===== src/rtl/music_sequencer.sv =====
// Melody sequencer feeding the tone generator: walks a packed (scale, time) table, one note per
// enable/finish handshake with an enable-low gap between notes. Define MUSIC_SEQ_LOOP_EN to loop forever.
module music_sequencer #(
  parameter int                LEN        = 8,
  parameter logic [0:14*LEN-1] MELODY     = '0,
  parameter int                GAP_CYCLES = 50_000,
  parameter int                IDX_W      = 8
) (
  input  logic             clk,
  input  logic             rst_n,
  input  logic             start,
  input  logic             stop,
  input  logic             music_finish,
  output logic             music_en,
  output logic [2:0]       music_scale,
  output logic [10:0]      music_time,
  output logic             mute,
  output logic             busy,
  output logic             done,
  output logic [IDX_W-1:0] note_idx
);

  localparam int CW = (GAP_CYCLES > 2) ? $clog2(GAP_CYCLES) : 1;

  typedef enum logic [1:0] {IDLE, PLAY, GAP} state_t;

  state_t           state, state_nx;
  logic [1:0]       fin_pipe;
  logic             fin_s;
  logic [CW-1:0]    gap_cnt;
  logic [2:0]       scale_r;
  logic [10:0]      time_r;
  logic             mute_r, done_r;
  logic             load, done_nx, last;
  logic [IDX_W-1:0] idx_nx;
  logic [13:0]      ent;

  function automatic logic [13:0] entry(input logic [IDX_W-1:0] i);
    return MELODY[int'(i)*14 +: 14];
  endfunction

  assign fin_s = fin_pipe[1];
  assign last  = (note_idx == IDX_W'(LEN-1));
  assign ent   = entry(idx_nx);

  always_ff @(posedge clk or negedge rst_n) begin
    if (!rst_n) begin
      state    <= IDLE;
      fin_pipe <= '0;
      note_idx <= '0;
      done_r   <= 1'b0;
    end else begin
      state    <= state_nx;
      fin_pipe <= {fin_pipe[0], music_finish};
      note_idx <= idx_nx;
      done_r   <= done_nx;
    end
  end

  // Entry registers only reload when a new note index is taken.
  always_ff @(posedge clk or negedge rst_n) begin
    if (!rst_n) begin
      scale_r <= '0;
      time_r  <= '0;
      mute_r  <= 1'b0;
    end else if (load) begin
      mute_r  <= (ent[13:11] == 3'd7);
      scale_r <= (ent[13:11] == 3'd7) ? 3'd0 : ent[13:11];
      time_r  <= ent[10:0];
    end
  end

  always_ff @(posedge clk or negedge rst_n) begin
    if (!rst_n)
      gap_cnt <= '0;
    else if (state == PLAY && state_nx == GAP)
      gap_cnt <= CW'(GAP_CYCLES-1);
    else if (state == GAP && gap_cnt != '0)
      gap_cnt <= gap_cnt - 1'b1;
  end

  always_comb begin
    state_nx = state;
    idx_nx   = note_idx;
    load     = 1'b0;
    done_nx  = 1'b0;
    case (state)
      IDLE: if (start && !stop) begin
        state_nx = PLAY;
        idx_nx   = '0;
        load     = 1'b1;
      end
      PLAY: begin
        if (stop)       state_nx = IDLE;
        else if (fin_s) state_nx = GAP;
      end
      GAP: begin
        // Wait for the generator's finish to clear as well as the gap timer.
        if (stop) state_nx = IDLE;
        else if (gap_cnt == '0 && !fin_s) begin
          if (last) begin
            done_nx = 1'b1;
`ifdef MUSIC_SEQ_LOOP_EN
            state_nx = PLAY;
            idx_nx   = '0;
            load     = 1'b1;
`else
            state_nx = IDLE;
`endif
          end else begin
            state_nx = PLAY;
            idx_nx   = note_idx + 1'b1;
            load     = 1'b1;
          end
        end
      end
      default: state_nx = IDLE;
    endcase
  end

  always_comb begin
    busy        = (state != IDLE);
    music_en    = (state == PLAY);
    music_scale = busy ? scale_r : 3'd0;
    music_time  = busy ? time_r : 11'd0;
    mute        = busy & mute_r;
    done        = done_r;
  end

endmodule


===== config.mk =====
export PLATFORM = sky130hd
export DESIGN_NAME = music_sequencer
export DESIGN_NICKNAME = d
export VERILOG_FILES = /design/src/rtl/music_sequencer.sv
export SDC_FILE = /design/constraint.sdc
export NUM_CORES = 1
export LEC_CHECK = 0
export CORE_ASPECT_RATIO = 1.25
export CORE_MARGIN = 2
export CORE_UTILIZATION = 52
export CTS_CLUSTER_DIAMETER = 200
export CTS_CLUSTER_SIZE = 28
export DETAILED_ROUTE_END_ITERATION = 8
export PLACE_DENSITY_LB_ADDON = 0.05
export SLEW_MARGIN = 10
export SYNTH_ARGS = -nofsm -noshare
export SYNTH_HDL_FRONTEND = slang
export SYNTH_SLANG_ARGS = --single-unit

===== constraint.sdc =====
create_clock -name clk -period 2.1 [get_ports clk]
set_input_delay 0.315 -clock clk [delete_from_list [all_inputs] [get_ports clk]]
set_output_delay 0.315 -clock clk [all_outputs]
set_load 0.1 [all_outputs]

# --- Word-level counts from Yosys, hierarchy flattened ---
# Index checks and enable logic that the tools add are counted.
word_totals:
  regBits: 44
  in_bits: 5
  out_inout_bits: 26
  wordCells: 56
op_classes:
  n_addsub: 2
  multipliers: 1
  n_eq_ne: 5
  shifts: 1
  n_mux: 26
  bitwise_logic: 2
  n_reduce_logical: 11
ops:
  columns: ["operator", "count"]
  rows:
  - ["$shiftx 112x32->113 const A", 1]
  - ["$mux 16", 2]
  - ["$mux 8", 4]
  - ["$not 12->32", 1]
  - ["$logic_not 16->1", 1]
  - ["$pmux 8 s2", 1]
  - ["$reduce_bool 16->1", 1]
  - ["$sub 16x1->16 const B", 1]
  - ["$mul 8x3->11 const B", 1]
  - ["$mux 11", 1]
  - ["$mux 2", 5]
  - ["$mux 1", 9]
  - ["$add 8x1->8 const B", 1]
  - ["$eq 8x3->1 const B", 1]
  - ["$mux 3", 2]
  - ["$pmux 2 s3", 1]
  - ["$eq 2x2->1 const B", 2]
  - ["$logic_and 1x1->1", 4]
  - ["$reduce_bool 2->1", 2]
  - ["$eq 3x3->1 const B", 1]
  - ["$eq 2x1->1 const B", 1]
  - ["$logic_not 1->1", 2]
  - ["$logic_not 2->1", 1]
  - ["$pmux 1 s2", 1]
  - ["$and 1x1->1", 1]

# --- Logic depth before layout (Yosys ltp) ---
# Gate-level depths: netlist of the first run.
depth:
  ltp_word: 10
  ltp_mapped: 6
  depth_no_buf: 6

# --- Worst setup path after synthesis of the first run ---
# No wires, ideal clock.
synth_path:
  kind: "register to register"
  startpoint: "register state[1]"
  endpoint: "register gap_cnt[12]"
  setup_time_ns: 0.129
  arrival_time_ns: 2.466
  required_time_ns: 1.971
  setup_slack_ns: -0.494
  stages_incl_launch_ff: 6
  n_path_buf: 1
  period_less_slack_ns: 2.594
  cell_sequence: "dfrtp_1 > nor2b_1 > nand3_1 > clkbuf_1 > o311ai_0 > nand2_1"
synth_lines:
  columns: ["element", "line_no", "source"]
  rows:
  - ["from (decl)", "27", "state_t state, state_nx;"]
  - ["from (signal assigned)", "53", "state <= state_nx;"]
  - ["$eq 2x1->1 (*)", null, null]
  - ["via music_en", "14", "output logic music_en,"]
  - ["$pmux 2 s3", "87", "case (state)"]
  - ["$eq 2x2->1", "76", "else if (state == PLAY && state_nx == GAP)"]
  - ["$logic_and 1x1->1 (*)", "76", null]
  - ["$mux 16 / $reduce_bool 2->1 (equally long branches)", null, null]
  - ["to (signal assigned)", "77", "gap_cnt <= CW'(GAP_CYCLES-1);"]
  - ["to (signal assigned)", "79", "gap_cnt <= gap_cnt - 1'b1;"]
  - ["to (decl)", "30", "logic [CW-1:0] gap_cnt;"]
# The timed path passes the listed nets; every way through them passes the cells marked *.
# A chain may end at the register's enable or synchronous reset.

# --- Worst setup path after layout of the first run ---
layout_path:
  startpoint: "register gap_cnt[4]"
  endpoint: "register note_idx[7]"
layout_via:
  elab_chain_len: 5
layout_rtl:
  columns: ["element", "line_no", "source"]
  rows:
  - ["$logic_not 16->1", "100", "else if (gap_cnt == '0 && !fin_s) begin"]
  - ["$logic_and 1x1->1", "100", null]
  - ["$mux 8", "100", null]
  - ["$mux 8", "99", "if (stop) state_nx = IDLE;"]
  - ["$pmux 8 s2", "87", null]
  - ["to (signal assigned)", "55", "note_idx <= idx_nx;"]
  - ["to (decl)", "20", "output logic [IDX_W-1:0] note_idx"]
# No other way between the ends.

==> results of run 1 <==
cell usage in the layout, fill, tap and decap left out, types with 5 or more instances in the layout:
cell,count
sky130_fd_sc_hd__buf_4,22
sky130_fd_sc_hd__clkbuf_8,6
sky130_fd_sc_hd__conb_1,15
sky130_fd_sc_hd__dfrtp_1,26
sky130_fd_sc_hd__inv_1,6
sky130_fd_sc_hd__nand2_1,19
sky130_fd_sc_hd__nand3_1,7
sky130_fd_sc_hd__nor2_1,15
sky130_fd_sc_hd__nor3_1,7
sky130_fd_sc_hd__o21ai_0,5
sky130_fd_sc_hd__xor2_1,8
state kept, by name, summed over array words and instances, names as in the netlist:
register and flops:
gap_cnt 16, done 1, note_idx 8, fin_pipe 2, state 2
metal layers:
layer	vias up	GRT usage
met1	665	0.2258
met5	-	0
li1	661	-
met2	31	0.4196
met4	0	0.07622
met3	7	0.05860
path summary, 6_finish.rpt:
kind / start / depth (start not counted) / to
setup / recovery: gap_cnt[4]$_DFFE_PN0P_ / 5 / note_idx[7]$_DFFE_PN0N_
hold / removal: fin_pipe[0]$_DFF_PN0_ / 0 / fin_pipe[1]$_DFF_PN0_
setup reg to reg: gap_cnt[4]$_DFFE_PN0P_ / 5 / note_idx[7]$_DFFE_PN0N_
hold reg to reg: fin_pipe[0]$_DFF_PN0_ / 0 / fin_pipe[1]$_DFF_PN0_
max in group asynchronous: rst_n / 2 / note_idx[2]$_DFFE_PN0N_
min in group asynchronous: rst_n / 2 / note_idx[6]$_DFFE_PN0N_
report_power, final:
group	switching, mW	internal, mW	total (mW)
combinational	0.279	0.108	0.387
clock	0.215	0.386	0.601
sequential	0.0800	0.616	0.696
total	0.574	1.11	1.68
cells in the mapped netlist, drive strengths merged (3+ instances only):
master,count,area share
buf,18,0.077
nor2,15,0.033
dfrtp,29,0.42
or4,3,0.013
and3,4,0.015
nor3,8,0.026
nand2b,3,0.011
xor2,8,0.041
nand2,19,0.042
a31oi,4,0.015
inv,6,0.013
mux2i,4,0.023
and2,3,0.011
nand3,10,0.044
or2,3,0.011
a21oi,4,0.012
nand4,4,0.015
nor4,4,0.032
ha,3,0.022
o21ai,8,0.023
layout make-up:
class	count	area, um2
clock buffers	7	86.33
clock inverters	1	30.03
fillers	283	1131
inverters	6	22.52
multi-input cells	140	894.6
flip-flops and latches	29	729.5
well taps	37	46.29
repair buffers	27	225.2
cells by family (layout without fill, tap and decap cells):
family,Yosys count,count (layout),share of synthesized area
flops,29,29,0.4240
compound gates,24,24,0.08771
mux,5,5,0.02997
xor+xnor,9,9,0.04606
fa+ha+maj,3,3,0.02193
simple gates,84,84,0.2953
other cells,1,15,0.002191
buf+inv,25,41,0.09283
worst max-delay path, cell delays in order, from the launching register on:
cell and delay (ns):
sky130_fd_sc_hd__dfrtp_1 0.44, sky130_fd_sc_hd__nor4_4 0.42, sky130_fd_sc_hd__and3_2 0.33, sky130_fd_sc_hd__nand3_4 0.09
sky130_fd_sc_hd__or4_1 0.49, sky130_fd_sc_hd__nand3_1 0.10
through the flow:
stage	worst slack [ns]	utilization	area [um2]	std cells	hold slack, ns
after global placement	0.07098	0.6020	1906	239	0.3380
after CTS	0.1218	0.6387	2022	247	0.3597
after detailed placement	0.02979	0.6020	1906	239	0.3434
after floorplan	0.02177	-	1770	194	0.01941
after global routing	0.04111	0.6427	2034	247	0.3678
final	0.1691	0.6427	2034	247	0.3538
==> run summary, run 1 <==
The run finished with clean final reports. The max-capacitance violation count is 0. TritonCTS built the clock tree. The static leakage came out at 0.8743 nW. The boundary pin count is 31. The total clock buffers created by CTS is 5. The starting utilization of the core area came out at 0.5407. STA puts the critical path data required time at between 2 and 2.5 ns. The sequential-to-total area share from yosys stat is 0.4240.

The total power consumption of the routed design came out at 1.684 mW. The area growth from synthesis to layout is 18.86%. The fraction of layout cells with a size suffix above 1 is 0.2238. The count of unique library cells instantiated by Yosys is just over 40. The final number of setup-violating endpoints came out at 0. The H-tree was split into 2 levels.

The detailed-routed wire length on met2 is 2077 um. VDD sags by at most ~0.69 mV. By startpoint and endpoint, the worst setup path is classified as register to register. The mean area per synthesized cell is ~9.5 um2.

Setup repair after global routing left no endpoint under its margin. In the routed design, unresolved DRC markers number 0. Signal routing reaches up to met4.

The pin count of the biggest net entering global routing is 30. The average vias per placed instance came out at 5.522. For this run, the total global-route usage over all layers was measured as 0.2163. The met1 layer wirelength in the final routing came out at 1501 um. The number of setup buffers added after CTS came out at 0. The number of warnings reported in the yosys synthesis log is 0. STA classifies the critical path endpoint as a register. The register clock-pin slew on the reported worst setup and hold paths is about 0.060 ns. Of the available clock period, the critical path in the final layout requires 0.9195. The setup check on the worst reg-to-reg path leaves a slack of 0.17 ns.

In the synthesized netlist the dominant register cell turns out to be sky130_fd_sc_hd__dfrtp_1. The count of buffers added on input and output ports is 15. The floorplan step defined a die boundary enclosing 3769 um2. The power density relative to cell area is between 800 and 900 nW/um2. The count of final hold-check violations is 0. The total wire length after detailed routing is 3795 um.

The share of flip-flops with an asynchronous set or reset after synthesis is 1.000. The count of TritonRoute iterations in the first routing pass came out at 4. Clock skew on the completed layout was measured at 0.007637 ns. The summed negative setup slack over all endpoints is 0 ns. STA classifies the critical path startpoint as a register. For this design, the sink count on the clock tree is 29.

Counting along the longest clock path gives a buffer depth of 2. Row generation in the floorplan step produced 23 rows. The netlist area before placement is 1712 um2. Global routing finished with a remaining overflow of 0. The number of enable flip-flop cells after synthesis came out at 0. The number of cells upsized or downsized after cts is 0. The post-route minimum period came out at 1.931 ns.

The clock network latency to the later pin of the worst-skew pair came out at 0.29 ns. The die is 55.32 um wide. The violation count after the first detailed-route iteration is 43. After detailed routing, the average wire length per cell comes to 15.36 um. In this run the clock root is driven by a sky130_fd_sc_hd__clkbuf_8. The placer's final routability congestion estimate came out at 0.7842. The number of antenna violations at the first check in global routing came out at 0. The floorplan step defined a core boundary enclosing 3166 um2.

Detailed placement finished with a half-perimeter wire length of roughly 2800 um. The final-stage net count is about 220. The wire length on met3 came out at 156 um.

The count of nets left with antenna violations after detail routing is 0. The maximum frequency from static timing analysis is 0.5179 GHz. The number of global-route vias before repair was around 1,400.

The post-synthesis register bit count came out at 29. In this run, post-CTS hold repair placed 0 buffers. The min-delay analysis places its worst path in the category register to register.

The first global-routing pass estimated around 6200 um of wire. For the worst setup path, the data arrival time is between 2 and 2.5 ns. The max-slew violation count came out at 0. The routed layout has 1,364 vias. The vertical die dimension is 68.15 um. In the synthesized netlist, the number of instances is 180. The critical-path maximum fanout came out at 6. 0 antenna diodes ended up in the layout.
Power figures use the tool's default switching activity.
==> run 2: changes to the inputs <==
- CORE_UTILIZATION: 52 -> 40
- CTS_BUF_LIST: not set -> sky130_fd_sc_hd__clkbuf_4 sky130_fd_sc_hd__clkbuf_8
==> run 2 against run 1 <==
  * Power shrank 6.7%
  * First-iteration DRC count grew 49%
  * Worst hold slack worse by 0.0037 ns
  * Critical endpoint is now note_idx[0]$_DFFE_PN0N_
==> run summary, run 2 (synthesis results as in run 1) <==
Status: complete, no violations (unchanged). The violation count after the first detailed-route iteration came to 64 (was 43). Leading registers by flop count: gap_cnt: 16 flops, note_idx: 8 flops (unchanged). The core region area is 4099 um2 (was 3166 um2).

Cell chain of the critical path: nor4_4, nand3_1, nor4b_4, nor2_1, mux2_2 (was nor4_4, and3_2, nand3_4, or4_1, nand3_1). The global-route congestion overflow total came to 0 (unchanged). The vertical die dimension came to 77.14 um (was 68.15 um). The floorplan die area came out at 4822 um2 (was 3769 um2).

The number of setup buffers added after CTS came out at 0 (unchanged). The number of global-route vias before repair is 1,338 (was 1,405). The kind of path behind the tightest hold check is register to register (unchanged). The maximum frequency from static timing analysis came out at 0.5176 GHz (was 0.5179 GHz). The maximum count of clock buffers along a single path is 2 (unchanged). The starting utilization of the core area came to 0.4176 (was 0.5407). The overall fraction of global-route tracks in use came to 0.1618 (was 0.2163).

The portion of the clock cycle consumed by the worst path in the final layout is 0.9200 (was 0.9195). Unrepaired setup endpoints after global routing: false (unchanged). The number of buffers inserted for hold repair after clock tree synthesis was 0 (unchanged). The relative area change from synthesis to final layout came out at 18.42% (was 18.86%). The final cell count without fillers came out at 266 (was 247). The type of the setup path with the least slack is register to register (unchanged). The number of input and output port buffers inserted is 15 (unchanged). The worst path buffer plus inverter count is 0 (unchanged). The TritonCTS clock tree was done (unchanged). The data required time at the worst endpoint was 2.26 ns (was 2.32 ns). The commonest non-fill, non-tap cell in the layout is sky130_fd_sc_hd__dfrtp_1 (unchanged). The startpoint kind of the worst setup timing path is a register (unchanged). The power density relative to cell area is 774.8 nW/um2 (was 827.8 nW/um2). The average vias per placed instance came out at 5.075 (was 5.522). The count of placed standard cells including taps is 258 (was 239). The highest ir drop seen on vdd is 0.4725 mV (was 0.6881 mV). The half-perimeter wire length after placement is 2720 um (was 2846 um). The floorplan die width came to 62.51 um (was 55.32 um). The max-slew violation count was 0 (unchanged). The family with the most delay on the worst path was simple AND/OR/NAND/NOR gates (unchanged). The max-capacitance violation count came out at 0 (unchanged). The number of placement rows came out at 26 (was 23). The final critical-path setup slack is 0.1680 ns (was 0.1691 ns).

The count of TritonRoute iterations in the first routing pass came to 4 (unchanged). The maximum level of the CTS H-tree came out at 2 (unchanged). The number of flip-flops under the largest register name is 16 (unchanged). The clock tree root buffer cell is sky130_fd_sc_hd__clkbuf_8 (unchanged). The number of cells upsized or downsized after cts is 0 (unchanged). The detailed-route DRC error count came out at 0 (unchanged). The minimum setup slack after placement was 0.02306 ns (was 0.02979 ns). The final number of setup-violating endpoints is 0 (unchanged). The count of nets left with antenna violations after detail routing came out at 0 (unchanged).

The final antenna diode count came to 0 (unchanged). The final-stage net count came to 217 (unchanged). The summed negative setup slack over all endpoints is 0 ns (unchanged).

The clock skew after layout came out at 0.002300 ns (was 0.007637 ns). The first-pass GRT wire length is 6147 um (was 6230 um). The worst hold slack after final layout came out at 0.3501 ns (was 0.3538 ns). The static leakage came out at 0.8689 nW (was 0.8743 nW). The boundary pin count is 31 (unchanged). The stage delay of the slowest cell on the critical path is 0.42 ns (was 0.49 ns). The pin count of the biggest net entering global routing is 30 (unchanged). The fraction of layout cells with a size suffix above 1 is 0.2143 (was 0.2238). The register with the highest flop count was gap_cnt (unchanged).

The number of antenna violations at the first check in global routing is 0 (unchanged). The register clock-pin slew on the reported worst setup and hold paths came out at 0.06 ns (about the same). The clock sink count is 29 (unchanged). The critical-path maximum fanout is 6 (unchanged). The nature of the critical path endpoint was a register (unchanged).

The cell at the slowest stage of the critical path was sky130_fd_sc_hd__dfrtp_1 (was sky130_fd_sc_hd__or4_1). The arrival time of data at the critical path endpoint is 2.09 ns (was 2.15 ns). Most used cells in the layout excluding fill and tap cells: sky130_fd_sc_hd__dfrtp_1, sky130_fd_sc_hd__buf_4, sky130_fd_sc_hd__nand2_1, sky130_fd_sc_hd__nor2_1, sky130_fd_sc_hd__conb_1 (unchanged).

The clock network latency to the later pin of the worst-skew pair came out at 0.28 ns (was 0.29 ns). The via count is 1,350 (was 1,364). The routed wirelength normalized by instance count came out at 13.23 um (was 15.36 um). The total wire length after detailed routing is 3519 um (was 3795 um). The count of final hold-check violations is 0 (unchanged). The placer's final routability congestion estimate is 0.8977 (was 0.7842). The total clock buffers created by CTS is 5 (unchanged).

The post-route minimum period is 1.932 ns (was 1.931 ns).
==> run 2: worst reg2reg max path: cells and delay by family (launching register included) <==
kind             cells  cell delay, ns
and+or+nand+nor      4            1.14
DFF                  1            0.42
muxes                1            0.26
==> run 2: power by group <==
group / total (mW) / internal (mW) / switching, mW / leakage (nW)
clock: 0.498 / 0.293 / 0.205 / 0.0523
sequential: 0.693 / 0.616 / 0.0770 / 0.351
combinational: 0.380 / 0.110 / 0.270 / 0.465
==> run 2: final timing paths <==
kind	endpoint	startpoint	slack, ns	cells after the start
worst max-delay path	note_idx[0]$_DFFE_PN0N_	gap_cnt[4]$_DFFE_PN0P_	0.17	5
worst min-delay path	fin_pipe[1]$_DFF_PN0_	fin_pipe[0]$_DFF_PN0_	0.35	0
worst max register to register	note_idx[0]$_DFFE_PN0N_	gap_cnt[4]$_DFFE_PN0P_	0.17	5
worst min register to register	fin_pipe[1]$_DFF_PN0_	fin_pipe[0]$_DFF_PN0_	0.35	0
max in group asynchronous	note_idx[0]$_DFFE_PN0N_	rst_n	1.39	2
min in group asynchronous	note_idx[5]$_DFFE_PN0N_	rst_n	0.42	2
==> run 2: layer usage <==
layer	global-route usage	up-vias	share of wire
li1	-	662	-
met1	0.1850	649	0.41
met2	0.2731	30	0.52
met3	0.04106	9	0.037
met4	0.09111	0	0.033
met5	0	-	0
==> run 2: cell type report <==
cell class | instances | area [um2]
sequential | 29 | 729.5
timing repair buffer | 27 | 225.2
clock buffer | 8 | 97.59
fill | 423 | 2072
inverter | 6 | 22.52
multi-input combinational | 140 | 882.1
tap | 56 | 70.07
==> run 2: through the flow <==
stage	util	cell area [um2]	total power, mW
after detailed placement	0.4707	1929	1.086
after floorplan	-	1770	1.019
after global routing	0.4945	2027	1.662
after CTS	0.4945	2027	1.594
after global placement	0.4707	1929	1.078
final	0.4945	2027	1.570
==> run 3: changes to the inputs <==
- SETUP_SLACK_MARGIN: not set -> 0.5
- SLEW_MARGIN: 10 -> not set
==> run 3 against run 2 <==
  * Critical path depth rose by 1
  * Die area is the same
  * Critical path type unchanged
  * Cell area rose by 15%
  * Highest routed layer unchanged
  * Sequential share of layout area fell by 4.2 points
==> run summary, run 3 (synthesis results as in run 1) <==
The placer's final routability congestion estimate came out at 0.8660 (was 0.8977). The half-perimeter wire length after placement came to 2808 um (was 2720 um). The family with the most delay on the worst path is simple AND/OR/NAND/NOR gates (unchanged). The overall fraction of global-route tracks in use came out at 0.1763 (was 0.1618).

The pin count of the biggest net entering global routing is 30 (unchanged). The power density relative to cell area is 698.8 nW/um2 (was 774.8 nW/um2). The static leakage is 0.9877 nW (was 0.8689 nW). The type of the setup path with the least slack is register to register (unchanged). The number of input and output port buffers inserted is 15 (unchanged).

The maximum level of the CTS H-tree came out at 2 (unchanged). The violation count after the first detailed-route iteration came out at 60 (was 64). The global-route congestion overflow total is 0 (unchanged).

The max-slew violation count is 0 (unchanged). The clock skew after layout came to 0.006298 ns (was 0.002300 ns). The worst hold slack after final layout came to 0.3582 ns (was 0.3501 ns). The maximum count of clock buffers along a single path is 2 (unchanged). The arrival time of data at the critical path endpoint is 1.98 ns (was 2.09 ns). The worst path buffer plus inverter count came out at 1 (was 0). The critical-path maximum fanout came out at 3 (was 6). The fraction of layout cells with a size suffix above 1 came out at 0.4159 (was 0.2143). The maximum frequency from static timing analysis is 0.5670 GHz (was 0.5176 GHz).

The fraction of met3 tracks used by global routing came out at 0.03812 (was 0.04106). Cell chain of the critical path: nor4_4, and3_4, buf_6, nand3_4, or4_1, nand3_1 (was nor4_4, nand3_1, nor4b_4, nor2_1, mux2_2). The depth of the worst register-to-register path is 6 (was 5). The via count is 1,414 (was 1,350). The floorplan die width came to 62.51 um (unchanged). The kind of path behind the tightest hold check was register to register (unchanged). The detailed-route DRC error count came out at 0 (unchanged). The total area of multi-input combinational cells came out at 1051 um2 (was 882.1 um2). The highest ir drop seen on vdd was 0.6216 mV (was 0.4725 mV).

Unrepaired setup endpoints after global routing: true (was false). The routed wirelength normalized by instance count is 13.85 um (was 13.23 um). The commonest non-fill, non-tap cell in the layout was sky130_fd_sc_hd__buf_4 (was sky130_fd_sc_hd__dfrtp_1). The count of filler cells inserted in the layout came out at 391 (was 423).

The clock network latency to the later pin of the worst-skew pair came out at 0.28 ns (about the same). The floorplan die area came out at 4822 um2 (unchanged). The clock sink count was 29 (unchanged). The number of flip-flops under the largest register name is 16 (unchanged). The portion of the clock cycle consumed by the worst path in the final layout came out at 0.8398 (was 0.9200).

The number of cells traversed by the worst hold path was 0 (unchanged). The count of TritonRoute iterations in the first routing pass came out at 4 (unchanged). The relative area change from synthesis to final layout came out at 36.77% (was 18.42%). The register clock-pin slew on the reported worst setup and hold paths was 0.06 ns (about the same).

The endpoint of the lowest-slack register-to-register path was note_idx[7]$_DFFE_PN0N_ (was note_idx[0]$_DFFE_PN0N_). The count of final hold-check violations is 0 (unchanged). The clock tree root buffer cell is sky130_fd_sc_hd__clkbuf_8 (unchanged). The most used routing layer in global routing was met2 (unchanged). The final cell count without fillers is 282 (was 266).

The cell at the slowest stage of the critical path is sky130_fd_sc_hd__dfrtp_1 (unchanged). The total clock buffers created by CTS came to 5 (unchanged). The slack of the worst reg-to-reg path came to 0.34 ns (was 0.17 ns). The worst min-delay path startpoint is fin_pipe[0]$_DFF_PN0_ (unchanged). The count of placed standard cells including taps is 259 (was 258).

The met2 usage is 0.3075 (was 0.2731). The post-route minimum period is 1.764 ns (was 1.932 ns). The boundary pin count is 31 (unchanged). The global routing usage on met1 is 0.2022 (was 0.1850).

The register with the highest flop count is gap_cnt (unchanged). The data required time at the worst endpoint is 2.31 ns (was 2.26 ns). The starting utilization of the core area came out at 0.4176 (unchanged).

Status: complete, no violations (unchanged). The TritonCTS clock tree is done (unchanged). The final-stage net count is 233 (was 217).

Leading registers by flop count: gap_cnt: 16 flops, note_idx: 8 flops (unchanged). The total wire length after detailed routing is 3905 um (was 3519 um). The final number of setup-violating endpoints came out at 0 (unchanged).

The worst min-delay path endpoint is fin_pipe[1]$_DFF_PN0_ (unchanged). The max-capacitance violation count was 0 (unchanged). The number of antenna violations at the first check in global routing is 0 (unchanged). The vertical die dimension is 77.14 um (unchanged). The final antenna diode count came out at 0 (unchanged). The core region area is 4099 um2 (unchanged). The first-pass GRT wire length is 6713 um (was 6147 um). The worst reg2reg path startpoint was gap_cnt[4]$_DFFE_PN0P_ (unchanged). The average vias per placed instance is 5.014 (was 5.075). The summed negative setup slack over all endpoints is 0 ns (unchanged). The count of nets left with antenna violations after detail routing was 0 (unchanged).

Most used cells in the layout excluding fill and tap cells: sky130_fd_sc_hd__buf_4, sky130_fd_sc_hd__dfrtp_1, sky130_fd_sc_hd__nand2_1, sky130_fd_sc_hd__conb_1, sky130_fd_sc_hd__nor2_1 (was sky130_fd_sc_hd__dfrtp_1, sky130_fd_sc_hd__buf_4, sky130_fd_sc_hd__nand2_1, sky130_fd_sc_hd__nor2_1, sky130_fd_sc_hd__conb_1). The area taken by flip-flops and latches came to 744.5 um2 (was 729.5 um2). The stage delay of the slowest cell on the critical path came out at 0.42 ns (about the same).

The startpoint kind of the worst setup timing path is a register (unchanged). The number of placement rows is 26 (unchanged). The nature of the critical path endpoint was a register (unchanged). The number of global-route vias before repair is 1,438 (was 1,338).
## run 3: stage by stage
step / setup WS [ns] / total power [mW] / utilization / instance area, um2
final: 0.3365 / 1.636 / 0.5711 / 2341
after global routing: 0.2593 / 1.724 / 0.5711 / 2341
after CTS: 0.3463 / 1.613 / 0.5556 / 2277
after detailed placement: 0.03921 / 1.089 / 0.4814 / 1973
after global placement: 0.07286 / 1.080 / 0.4814 / 1973
after floorplan: 0.3018 / 1.024 / - / 1819
## run 3: layout make-up
cell class	instances	share of cell area
clock buffer	6	0.03260
inverter	6	0.009621
sequential	29	0.3180
multi-input combinational	140	0.4490
clock inverter	2	0.004276
tap	56	0.02993
timing repair buffer	43	0.1566
## run 3: routing by layer
layer	share of wire	vias up
met5	0	-
met1	0.40	688
li1	-	694
met3	0.029	9
met2	0.54	23
met4	0.030	0
## run 3: repair_timing
action | 4_1_cts | 5_1_grt
endpoints found under the setup margin | 28 | 27
pin swaps | 13 | 7
resized for setup | 36 | 9
buffers inserted | 12 | 3
hold buffers | 0 | 0
## run 3: worst max path at each step
stage	startpoint	to	slack (ns)	cells past startpoint
floorplan	note_idx[1]$_DFFE_PN0N_	note_idx[6]$_DFFE_PN0N_	0.30	6
global placement	stop	note_idx[6]$_DFFE_PN0N_	0.07	6
detailed placement	stop	note_idx[6]$_DFFE_PN0N_	0.04	6
CTS	gap_cnt[4]$_DFFE_PN0P_	note_idx[7]$_DFFE_PN0N_	0.35	6
global route	gap_cnt[4]$_DFFE_PN0P_	gap_cnt[12]$_DFFE_PN0P_	0.26	5
finish	gap_cnt[4]$_DFFE_PN0P_	note_idx[7]$_DFFE_PN0N_	0.34	6
## run 3: where the power goes
part | total [mW] | internal (mW) | switching (mW)
registers | 0.697 | 0.619 | 0.0787
clock network | 0.453 | 0.242 | 0.211
logic | 0.485 | 0.178 | 0.308
